--- src/rtl/tmr_voter_mgr.sv ---
// rtl/tmr_voter_mgr.sv - triple-modular-redundancy voter with lane health tracking and resync handshake
//
// Votes three redundant lanes into one output. Lanes that disagree with the
// vote on THRESH consecutive valid samples are marked failed and dropped from
// voting until the system acknowledges a resync of the failed cores.
//
// Ports:
//   clk, rst_n          clock, asynchronous active-low reset
//   in_valid            lanes carry a sample this cycle
//   in_a/in_b/in_c      redundant lane data (WIDTH)
//   resync_ack          failed cores have been re-synchronised
//   voted_out           voted data (holds when no sample)
//   out_valid           voted_out and per-sample flags are valid
//   disagreement        two healthy lanes differ
//   fault_flags         [2]=A [1]=B [0]=C healthy and differs from vote
//   lane_failed         lane excluded from voting (same bit order)
//   err_cnt_a/b/c       saturating lifetime mismatch counters (CNT_W)
//   resync_req          resync requested
//   uncorrectable       output not backed by two agreeing healthy lanes

module tmr_voter_mgr #(
    parameter int WIDTH  = 32,
    parameter int THRESH = 4,
    parameter int CNT_W  = 16
) (
    input  logic             clk,
    input  logic             rst_n,
    input  logic             in_valid,
    input  logic [WIDTH-1:0] in_a,
    input  logic [WIDTH-1:0] in_b,
    input  logic [WIDTH-1:0] in_c,
    input  logic             resync_ack,
    output logic [WIDTH-1:0] voted_out,
    output logic             out_valid,
    output logic             disagreement,
    output logic [2:0]       fault_flags,
    output logic [2:0]       lane_failed,
    output logic [CNT_W-1:0] err_cnt_a,
    output logic [CNT_W-1:0] err_cnt_b,
    output logic [CNT_W-1:0] err_cnt_c,
    output logic             resync_req,
    output logic             uncorrectable
);

    localparam logic [7:0]       TH    = 8'(THRESH);
    localparam logic [CNT_W-1:0] ONE_E = {{(CNT_W-1){1'b0}}, 1'b1};

    logic [WIDTH-1:0]      r_voted;
    logic                  r_out_valid;
    logic                  r_dis;
    logic [2:0]            r_flags;
    logic [2:0]            r_failed;
    logic                  r_req;
    logic                  r_unc;
    logic [2:0][7:0]       r_consec;
    logic [2:0][CNT_W-1:0] r_err;

    logic [2:0]            w_healthy;
    logic [WIDTH-1:0]      w_vote;
    logic [2:0]            w_eq;
    logic [2:0]            w_flags;
    logic [2:0]            w_match;
    logic [1:0]            w_nmatch;
    logic                  w_unc;
    logic                  w_dis;
    logic [2:0]            w_fail_now;
    logic                  w_ack;

    assign w_healthy = ~r_failed;
    assign w_ack     = resync_ack & r_req;

    always_comb begin
        w_vote = in_a;
        // Full majority only with all three lanes; otherwise the first healthy
        // lane in A, B, C order wins, falling back to A when none remain.
        if (&w_healthy)
            w_vote = (in_a & in_b) | (in_a & in_c) | (in_b & in_c);
        else if (w_healthy[2])
            w_vote = in_a;
        else if (w_healthy[1])
            w_vote = in_b;
        else if (w_healthy[0])
            w_vote = in_c;
        else
            w_vote = in_a;
    end

    assign w_eq     = {in_a == w_vote, in_b == w_vote, in_c == w_vote};
    assign w_flags  = w_healthy & ~w_eq;
    assign w_match  = w_healthy & w_eq;
    assign w_nmatch = 2'(w_match[2]) + 2'(w_match[1]) + 2'(w_match[0]);
    // The output is trusted only if at least two healthy lanes carry it.
    assign w_unc    = (w_nmatch < 2'd2);
    assign w_dis    = (w_healthy[2] & w_healthy[1] & (in_a != in_b)) |
                      (w_healthy[2] & w_healthy[0] & (in_a != in_c)) |
                      (w_healthy[1] & w_healthy[0] & (in_b != in_c));

    // A healthy lane's consecutive count stays below THRESH, so +1 cannot wrap.
    always_comb begin
        for (int i = 0; i < 3; i++)
            w_fail_now[i] = in_valid & w_flags[i] & ((r_consec[i] + 8'd1) == TH);
    end

    always_ff @(posedge clk or negedge rst_n) begin
        if (!rst_n) begin
            r_voted     <= '0;
            r_out_valid <= 1'b0;
            r_dis       <= 1'b0;
            r_flags     <= 3'b000;
            r_failed    <= 3'b000;
            r_req       <= 1'b0;
            r_unc       <= 1'b0;
            r_consec    <= '0;
            r_err       <= '0;
        end else begin
            if (in_valid) begin
                r_voted     <= w_vote;
                r_out_valid <= 1'b1;
                r_dis       <= w_dis;
                r_flags     <= w_flags;
                r_unc       <= w_unc;
                for (int i = 0; i < 3; i++) begin
                    r_consec[i] <= w_flags[i] ? (r_consec[i] + 8'd1) : 8'd0;
                    if (w_flags[i] && !(&r_err[i]))
                        r_err[i] <= r_err[i] + ONE_E;
                end
            end else begin
                r_out_valid <= 1'b0;
                r_dis       <= 1'b0;
                r_flags     <= 3'b000;
                r_unc       <= 1'b0;
            end

            // Acked lanes come back clean; failed lanes never carry a flag,
            // so this cannot collide with a lane failing on the same sample.
            if (w_ack) begin
                for (int i = 0; i < 3; i++)
                    if (r_failed[i])
                        r_consec[i] <= 8'd0;
            end

            r_failed <= (r_failed & ~{3{w_ack}}) | w_fail_now;

            // A lane failing on the very sample that is acked keeps the
            // request alive; otherwise the ack drops it.
            if (w_ack)
                r_req <= |w_fail_now;
            else
                r_req <= r_req | (|r_failed);
        end
    end

    assign voted_out     = r_voted;
    assign out_valid     = r_out_valid;
    assign disagreement  = r_dis;
    assign fault_flags   = r_flags;
    assign lane_failed   = r_failed;
    assign err_cnt_a     = r_err[2];
    assign err_cnt_b     = r_err[1];
    assign err_cnt_c     = r_err[0];
    assign resync_req    = r_req;
    assign uncorrectable = r_unc;

endmodule

--- config.mk ---
export PLATFORM = sky130hd
export DESIGN_NAME = tmr_voter_mgr
export DESIGN_NICKNAME = d
export VERILOG_FILES = /design/src/rtl/tmr_voter_mgr.sv
export SDC_FILE = /design/constraint.sdc
export NUM_CORES = 1
export LEC_CHECK = 0
export ABC_AREA = 1
export CORE_ASPECT_RATIO = 1.2
export CORE_UTILIZATION = 34
export CTS_CLUSTER_SIZE = 28
export DETAILED_ROUTE_END_ITERATION = 8
export MAX_ROUTING_LAYER = met4
export PLACE_DENSITY_LB_ADDON = 0.3
export RECOVER_POWER = 25
export SLEW_MARGIN = 5
export SYNTH_ARGS = -nofsm -noshare
export SYNTH_HDL_FRONTEND = slang
export SYNTH_SLANG_ARGS = --single-unit
--- constraint.sdc ---
create_clock -name clk -period 5.55 [get_ports clk]
set_input_delay 1.665 -clock clk [delete_from_list [all_inputs] [get_ports clk]]
set_output_delay 1.665 -clock clk [all_outputs]
set_load 0.05 [all_outputs]
==> After elaboration in Yosys (flattened, before gate mapping) <==
Index checks and enable logic that the tools add are counted.
{ "totals": {"ff_bits": 114, "in_bits": 100, "out_inout_bits": 90} }
{ "classes": {"add_sub_neg": 8, "n_lt_le_gt_ge": 1, "eq_ne": 9, "mux": 17, "bitwise": 28, "n_reduce_logical": 15} }
{ "op_table": {"columns": ["op", "n"], "rows": [
  ["$mux 32", 4],
  ["$and 32x32->32", 3],
  ["$eq 32x32->1", 3],
  ["$ne 32x32->1", 3],
  ["$or 32x32->32", 2],
  ["$add 16x1->16 const B", 3],
  ["$mux 24", 2],
  ["$mux 8", 6],
  ["$reduce_and 16->1", 3],
  ["$add 8x1->8 const B", 3],
  ["$eq 8x3->1 const B", 3],
  ["$and 1x1->1", 13],
  ["$and 3x3->3", 3],
  ["$not 3->3", 3],
  ["$reduce_and 2->1", 3],
  ["$reduce_or 3->1", 2],
  ["$mux 1", 4],
  ["$logic_and 1x1->1", 3],
  ["$logic_not 1->1", 3],
  ["$mux 3", 1],
  ["$or 1x1->1", 3],
  ["$or 3x3->3", 1],
  ["$reduce_and 3->1", 1],
  ["$add 1x1->2", 1],
  ["other kinds (2)", 2]
]} }

==> Depth between registers and ports, before layout <==
Gate-level depths: netlist (run 1).
{ "logic_depth": {"depth_word": 12, "mapped_depth": 21, "mapped_depth_nobuf": 19} }

==> Least setup slack after synthesis (run 1) <==
No wires, ideal clock.
{ "synth_path": {"path_type": "input port to flip-flop", "startpoint": "in in_a[27]", "endpoint": "reg r_unc (netlist: uncorrectable)", "setup_ns": 0.120, "arrival_time_ns": 3.412, "path_slack_ns": 2.019, "stages": 15, "path_buffers": 0, "cell_sequence": "ha_1 > o31ai_1 > nand2_1 > nand2_1 > nand2_1 > nand2_1 > nor2_1 > nand2_1 > nor2_2 > nand2_4 > nor2_1 > ha_1 > nand2_1 > o21ai_0 > inv_1"} }
{ "synth_between": {"elab_chain_len": 10, "word_cells_on_any_way": 16} }
{ "synth_lines": {"columns": ["item", "line_no", "text"], "rows": [
  ["start, declared", "29", "input logic [WIDTH-1:0] in_a,"],
  ["$mux 32 / $and 32x32->32 (equally long branches)", "82, 77", null],
  ["$mux 32 / $or 32x32->32 (equally long branches)", "80, 77", null],
  ["$mux 32 / $or 32x32->32 (equally long branches)", "78, 77", null],
  ["$mux 32", "76", "if (&w_healthy)"],
  ["$eq 32x32->1", "88", "assign w_eq = {in_a == w_vote, in_b == w_vote, in_c == w_vote};"],
  ["$and 3x3->3 *", "90", "assign w_match = w_healthy & w_eq;"],
  ["$add 1x1->2", "91", "assign w_nmatch = 2'(w_match[2]) + 2'(w_match[1]) + 2'(w_match[0]);"],
  ["$add 2x1->2 *", "91", null],
  ["$lt 2x2->1 *", "93", "assign w_unc = (w_nmatch < 2'd2);"],
  ["$mux 1 *", "116", "if (in_valid) begin"],
  ["end signal, assigned", "121", "r_unc <= w_unc;"],
  ["end, declared", "54", "logic r_unc;"]
]} }
Mark *: on every way between the ends. The rest lies on a longest branch, timed or not.
A chain may end at the register's enable or synchronous reset.

==> Worst setup path in the final report (run 1) <==
{ "layout_path": {"startpoint": "in in_b[23]", "endpoint": "reg r_err (netlist bit err_cnt_b[6])"} }
{ "layout_between": {"elab_chain_len": 9, "word_cells_on_any_way": 12} }
{ "layout_lines": {"columns": ["item", "line_no", "text"], "rows": [
  ["start, declared", "30", "input logic [WIDTH-1:0] in_b,"],
  ["$and 32x32->32", "77", "w_vote = (in_a & in_b) | (in_a & in_c) | (in_b & in_c);"],
  ["$or 32x32->32 (2 in a row)", "77", null],
  ["$mux 32", "76", null],
  ["$eq 32x32->1 *", "88", null],
  ["$not 3->3 *", "89", "assign w_flags = w_healthy & ~w_eq;"],
  ["$and 3x3->3 *", "89", null],
  ["$logic_and 1x1->1 *", "124", "if (w_flags[i] && !(&r_err[i]))"],
  ["$reduce_and 2->1 (no source line) *", null, null],
  ["end signal, assigned by index", "125", "r_err[i] <= r_err[i] + ONE_E;"],
  ["end, declared", "56", "logic [2:0][CNT_W-1:0] r_err;"]
]} }
Marked as above.

==> results.tsv, run 1 <==
stage	metric	value	unit
global_route	initial antenna violation count	0	
logic_synthesis	syn_nets	1761	
logic_synthesis	synth cell count leaders	nand2_1, nand3_1, inv_1	
floorplan	Die Wd	162	µm
routing	1st-iter DRT viols	783	
routing	Post-DRT Antenna Nets	0	
min_path	Hold Path Class	reg2reg	
routing	met1 wire length	14400	µm
sta	slew at the pin closest to its max-slew limit	3.14	ns
min_path	Hold Path Origin	err_cnt_b[8]	
pwr	Power per Cell Area	420	mW/mm²
clock_tree	# H-tree levels	4	
logic_synthesis	share of the synthesized area in the top cell type	27.3	%
routing	final WL	32700	µm
logic_synthesis	sequential fraction of the synthesis area	27.3	%
clock_tree	CTS max path bufs	2	
routing	DR vias	11200	
sta	Max-slew headroom	-109	%
sta	FMAX	224	MHz
logic_synthesis	post-synthesis adder-cell area fraction	12.7	%
placed_design	Post-DP HPWL	23900	µm
min_path	Hold Path Stages	2	
min_path	Hold Path End	err_cnt_b[8]	
worst_setup_path	worst r2r dst	err_cnt_b[6]	
clock_tree	clk_lat worst skew	0.43	ns
worst_setup_path	reg2reg start	lane_failed[0]	
routing	Top Metal Used	met4	
clock_tree	Root Driver	clkbuf_16	
finish	Ant. Diodes	0	
global_route	vias in the first global route	10700	
sta	Hold Fails Final Rpt	0	
routing	vias per cell	5.23	
clock_tree	CTS Buf Count	17	
global_route	GRT Overall Usage	21.9	%
clock_tree	postcts setup bufs	0	
clock_tree	quantity of hold-fixing buffers added after cts	0	
routing	TritonRoute pass-1 iters	7	
finish	layout cell share with drive strength beyond 1	3.33	%
clock_tree	CTS tree	yes	
global_route	largest net degree at the start of global routing	115	
finish	fillers	3104	
logic_synthesis	ys async rst share	100	%
clock_tree	clock-pin slew on the worst setup and hold paths	0.05	ns
sta	setup_tns	0	ns
placed_design	GPL Wtd Cong	0.935	
sta	max-slew violations	115	
sta	slack of the critical path	1.09	ns
worst_setup_path	Worst Path Required	5.82	ns
routing	post-DR wirelength/cell	15.3	µm
logic_synthesis	xor/xnor share of the synthesized area	4.70	%
logic_synthesis	most numerous cell in the Yosys netlist	nand2_1	
worst_setup_path	Max Fanout on Critical Path	20	
floorplan	Die H	194	µm
logic_synthesis	YS warnings	0	
finish	area grow syn2layout	27.9	%
worst_setup_path	CP Capture Type	flop	
floorplan	initial core utilization	35.0	%
routing	drt drc	0	
pwr	Worst IR Drop VDD	0.266	mV
logic_synthesis	main combinational cell family by area after synthesis	simple AND/OR/NAND/NOR gates	
routing	Met2 Routed Length	15800	µm
floorplan	Die Footprint	0.0314	mm²
logic_synthesis	Avg Cell Area, Syn	6.71	µm²
pwr	Pleak	6.27	nW
logic_synthesis	Mapped Cells	1555	
placed_design	pre-CTS setup slack	0.758	ns
placed_design	PortBufs	189	
run_status	status	finished with violations	
worst_setup_path	R2R cell count	16	
logic_synthesis	EDFF count, synth	0	
job	# Max-Cap Violations	1	
run_status	failing checks	max-capacitance violations, max-slew violations	
sta	Period minus WS final	4.46	ns
worst_setup_path	CP Launch Point	in_b[23]	
worst_setup_path	WS Path Type	in2reg	
global_route	first-pass GRT wire length	53600	µm
sta	RSZ-0062 raised after global routing	no	
logic_synthesis	mux contribution to synthesized area	0	%
finish	Layout Nets	1936	
floorplan	row cnt	69	
floorplan	total core area	0.0299	mm²
sta	final worst path period share	80.3	%
logic_synthesis	mapped cell area	0.0104	mm²
sta	# setup viols final	0	
worst_setup_path	r2r setup slk	1.73	ns
clock_tree	post_cts resized	0	
logic_synthesis	Main synth FF type	dfrtp_1	
logic_synthesis	Synth Area in Compound Gates	9.95	%
logic_synthesis	Synth cell types	36	
logic_synthesis	top cells by area, synth	dfrtp_1, nand2_1, ha_1	
sta	Clock Skew	0.0162	ns
floorplan	I/O pins	190	
logic_synthesis	Synth Register Bits	114	
worst_setup_path	type of origin of the critical path	input pin	
clock_tree	Clock Sink Count	114	
routing	metal3 WL	1720	µm
global_route	grt ovf	0	
logic_synthesis	Simple-Gate Fraction of Synth Area	38.4	%
logic_synthesis	Yosys top cell by area	dfrtp_1	
worst_setup_path	WP data arrival	4.73	ns
[worst max-delay path by stage]
stage	to	slack, ns	depth (start not counted)
after floorplan	uncorrectable	2.02	15
after global placement	err_cnt_b[6]	0.78	16
after detailed placement	err_cnt_b[6]	0.76	16
after CTS	err_cnt_b[6]	1.20	16
after global routing	err_cnt_b[15]	0.74	17
final	err_cnt_b[6]	1.09	16
[power by group]
group          internal [mW]  leakage, nW  total [mW]  switching, mW
Clock                  0.833        0.317        1.25          0.413
Combinational          0.997         4.50        3.03           2.03
Sequential              1.06         1.44        1.32          0.265
Total                   2.89         6.27        5.60           2.71
[critical path: stages]
cell and delay [ns]:
clkdlybuf4s50_1 0.53, ha_1 0.25, o31ai_1 0.54, nand2_1 0.19, nand2_1 0.09, nand2_1 0.05
inv_1 0.04, nand2_1 0.05, nor2_1 0.16, nand2_1 0.08, nor2_1 0.14, nand2_1 0.14
nand2_2 0.13, inv_2 0.05, nand2_1 0.46, o21ai_0 0.15
[kinds of logic after synthesis]
logic type      Yosys count
simple gates            918
xor+xnor                 56
buf+inv                 180
flops                   114
fa+ha+maj               106
compound gates          181
[routing by layer]
metal	track usage [%]	vias to the layer above
met3	3.76	56
li1	-	5580
met5	-	-
met2	36.1	336
met1	26.7	5183
met4	7.23	0
[metrics by stage]
stage | instance area, µm² | hold WS [ns] | power [mW] | utilization (%) | cells
after global placement | 12700 | 0.507 | 4.32 | 42.6 | 2101
after floorplan | 10400 | 0.525 | 3.37 | - | 1555
final | 13400 | 0.528 | 5.60 | 44.7 | 2133
after detailed placement | 12700 | 0.520 | 4.36 | 42.6 | 2101
after global routing | 13400 | 0.558 | 6.01 | 44.7 | 2133
after CTS | 13400 | 0.531 | 5.64 | 44.7 | 2133
[layout make-up]
class	count	area, µm²	share of cell area [%]
clock buffer	23	478	3.58
clock inverter	9	176	1.32
inverter	133	502	3.76
multi-input combinational	1261	6870	51.4
sequential	114	2850	21.4
tap	390	488	3.66
timing repair buffer	203	1990	14.9
[placed cells by master (no fill, tap or decap), types with 5 or more instances in the layout]
master             n
o31ai_1           32
xnor2_1           20
clkdlybuf4s50_1  187
nand2_1          525
clkbuf_16         17
nand3_1          183
a31oi_1           33
nand4_1           14
bufinv_16          5
inv_1            127
nand3b_1          33
ha_1             106
nor4_1            33
o21ai_0           55
nor2_1           102
buf_4             13
a21oi_1           53
xor2_1            36
dfrtp_1          114
nor3_1            17
[state kept, by name (all words and copies together) (netlist names)]
signal         cells
out_valid          1
voted_out         32
uncorrectable      1
err_cnt_c         16
r_consec          24
resync_req         1
err_cnt_b         16
lane_failed        3
fault_flags        3
disagreement       1
err_cnt_a         16
No activity file was read; power rests on OpenSTA's default activity.
==> run 2: changes to the inputs <==
==> constraint.sdc (replaced) <==
create_clock -name clk -period 4.2 [get_ports clk]
set_input_delay 1.26 -clock clk [delete_from_list [all_inputs] [get_ports clk]]
set_output_delay 1.26 -clock clk [all_outputs]
set_load 0.05 [all_outputs]
==> run 2 against run 1 <==
The flow still finishes with violations (max-capacitance violations, max-slew violations); register-to-register slack got worse by 0.81 ns; clock-buffer cell count unchanged; sequential share of layout area decreased by 0.49 points; core utilization increased by 1.1 points; hold slack got worse by 0.0034 ns; combinational power increased by 39%; sequential power increased by 30%; clock power increased by 39%; cell count increased by 1.4%; worst setup slack got worse by 0.51 ns; total power increased by 37%.
==> results.tsv, run 2 (synthesized netlist as in run 1, its figures left out) <==
stage	metric	value	unit
run_status	status	finished with violations	
run_status	failing checks	max-capacitance violations, max-slew violations	
worst_setup_path	CP Launch Point	in_b[11]	
worst_setup_path	Setup crit end	err_cnt_a[14]	
finish	layout cell share with drive strength beyond 1	5.02	%
sta	setup_tns	0	ns
worst_setup_path	Max Fanout on Critical Path	19	
finish	Finished Core Util	45.7	%
clock_tree	Clock Sink Count	114	
finish	commonest non-fill, non-tap cell in the layout	nand2_1	
sta	max-slew violations	33	
min_path	Hold Path Class	reg2reg	
floorplan	I/O pins	190	
global_route	largest net degree at the start of global routing	83	
clock_tree	quantity of hold-fixing buffers added after cts	0	
floorplan	Die H	194	µm
global_route	vias in the first global route	10800	
sta	Period minus WS final	3.62	ns
job	# Max-Cap Violations	1	
clock_tree	CTS Buf Count	17	
sta	# setup viols final	0	
finish	Ant. Diodes	0	
worst_setup_path	Worst Path Required	4.50	ns
routing	Post-DRT Antenna Nets	0	
placed_design	GPL Wtd Cong	0.889	
routing	drt drc	0	
sta	slew at the pin closest to its max-slew limit	1.92	ns
clock_tree	clk_lat worst skew	0.42	ns
global_route	first-pass GRT wire length	53400	µm
worst_setup_path	WS Path Type	in2reg	
routing	vias per cell	5.20	
sta	Hold Fails Final Rpt	0	
global_route	grt ovf	0	
finish	most frequent cells in the layout	nand2_1, clkdlybuf4s50_1, nand3_1	
clock_tree	clock-pin slew on the worst setup and hold paths	0.05	ns
pwr	total power	7.69	mW
global_route	initial antenna violation count	0	
worst_setup_path	R2R cell count	16	
sta	FMAX	277	MHz
worst_setup_path	CP Capture Type	flop	
floorplan	Die Footprint	0.0314	mm²
clock_tree	CTS tree	yes	
worst_setup_path	WP data arrival	3.91	ns
worst_setup_path	r2r setup slk	0.92	ns
clock_tree	CTS max path bufs	2	
sta	RSZ-0062 raised after global routing	no	
floorplan	total core area	0.0299	mm²
finish	area grow syn2layout	30.9	%
clock_tree	# H-tree levels	4	
routing	post-DR wirelength/cell	15.1	µm
sta	Max-slew headroom	-27.8	%
clock_tree	postcts setup bufs	0	
placed_design	Post-DP HPWL	24200	µm
routing	TritonRoute pass-1 iters	5	
worst_setup_path	reg2reg start	lane_failed[1]	
pwr	Power per Cell Area	562	mW/mm²
floorplan	row cnt	69	
sta	Clock Skew	0.0132	ns
pwr	Worst IR Drop VDD	0.319	mV
routing	1st-iter DRT viols	729	
global_route	GRT Overall Usage	21.8	%
finish	Layout Nets	1966	
worst_setup_path	worst r2r dst	err_cnt_b[6]	
worst_setup_path	type of origin of the critical path	input pin	
sta	final worst path period share	86.1	%
placed_design	PortBufs	189	
floorplan	Die Wd	162	µm
pwr	Pleak	6.45	nW
routing	final WL	32700	µm
routing	DR vias	11200	
clock_tree	Root Driver	clkbuf_16	
finish	Largest register FFs	32	
floorplan	initial core utilization	35.0	%
clock_tree	post_cts resized	0	
==> run 2: area by class of cell <==
class,instances,area (µm²)
clock inverter,9,198
multi-input combinational,1261,6870
inverter,133,502
tap,390,488
sequential,114,2850
fill,3023,16200
clock buffer,23,498
timing repair buffer,233,2260
==> run 2: critical path: stages <==
cell and delay, ns:
clkdlybuf4s50_1 0.49, ha_1 0.22, o31ai_1 0.54, nand2_1 0.19, nand2_1 0.09, nand2_1 0.05
nand3_1 0.06, nor2_1 0.05, nand2_1 0.07, nor2_2 0.06, nand2_4 0.13, nand2_4 0.08
nor2_8 0.26, nand2_4 0.18, nand2_1 0.11, nand2_1 0.05
==> run 2: per-layer routing <==
layer	track usage [%]	share of wire (%)
met1	26.1	43
met2	35.7	48
met3	4.19	6.1
met4	8.70	3.1
met5	-	0
==> run 2: worst min path at each step <==
stage                     cells past startpoint  slack (ns)            to         start
final                                         2        0.52  err_cnt_b[7]  err_cnt_b[7]
after global routing                          2        0.55  err_cnt_b[7]  err_cnt_b[7]
after CTS                                     2        0.53  err_cnt_b[7]  err_cnt_b[7]
after detailed placement                      2        0.51  err_cnt_b[7]  err_cnt_b[7]
after global placement                        2        0.51  err_cnt_a[7]  err_cnt_a[7]
after floorplan                               2        0.53   r_consec[7]   r_consec[7]
==> run 2: report_power, final <==
group          internal [mW]  total (mW)  switching [mW]
sequential              1.40        1.72           0.324
combinational           1.48        4.22            2.74
clock                   1.19        1.74           0.549
==> run 2: through the flow <==
| stage | setup WS [ns] | instance area [µm²] | hold WS, ns | instances |
|---|---|---|---|---|
| 4_1_cts | 0.617 | 13700 | 0.527 | 2163 |
| 6_report | 0.584 | 13700 | 0.524 | 2163 |
| 2_1_floorplan | 1.07 | 10400 | 0.525 | 1555 |
| 3_3_place_gp | 0.232 | 13000 | 0.511 | 2131 |
| 3_5_place_dp | 0.170 | 13000 | 0.513 | 2131 |
| 5_1_grt | 0.266 | 13700 | 0.546 | 2163 |
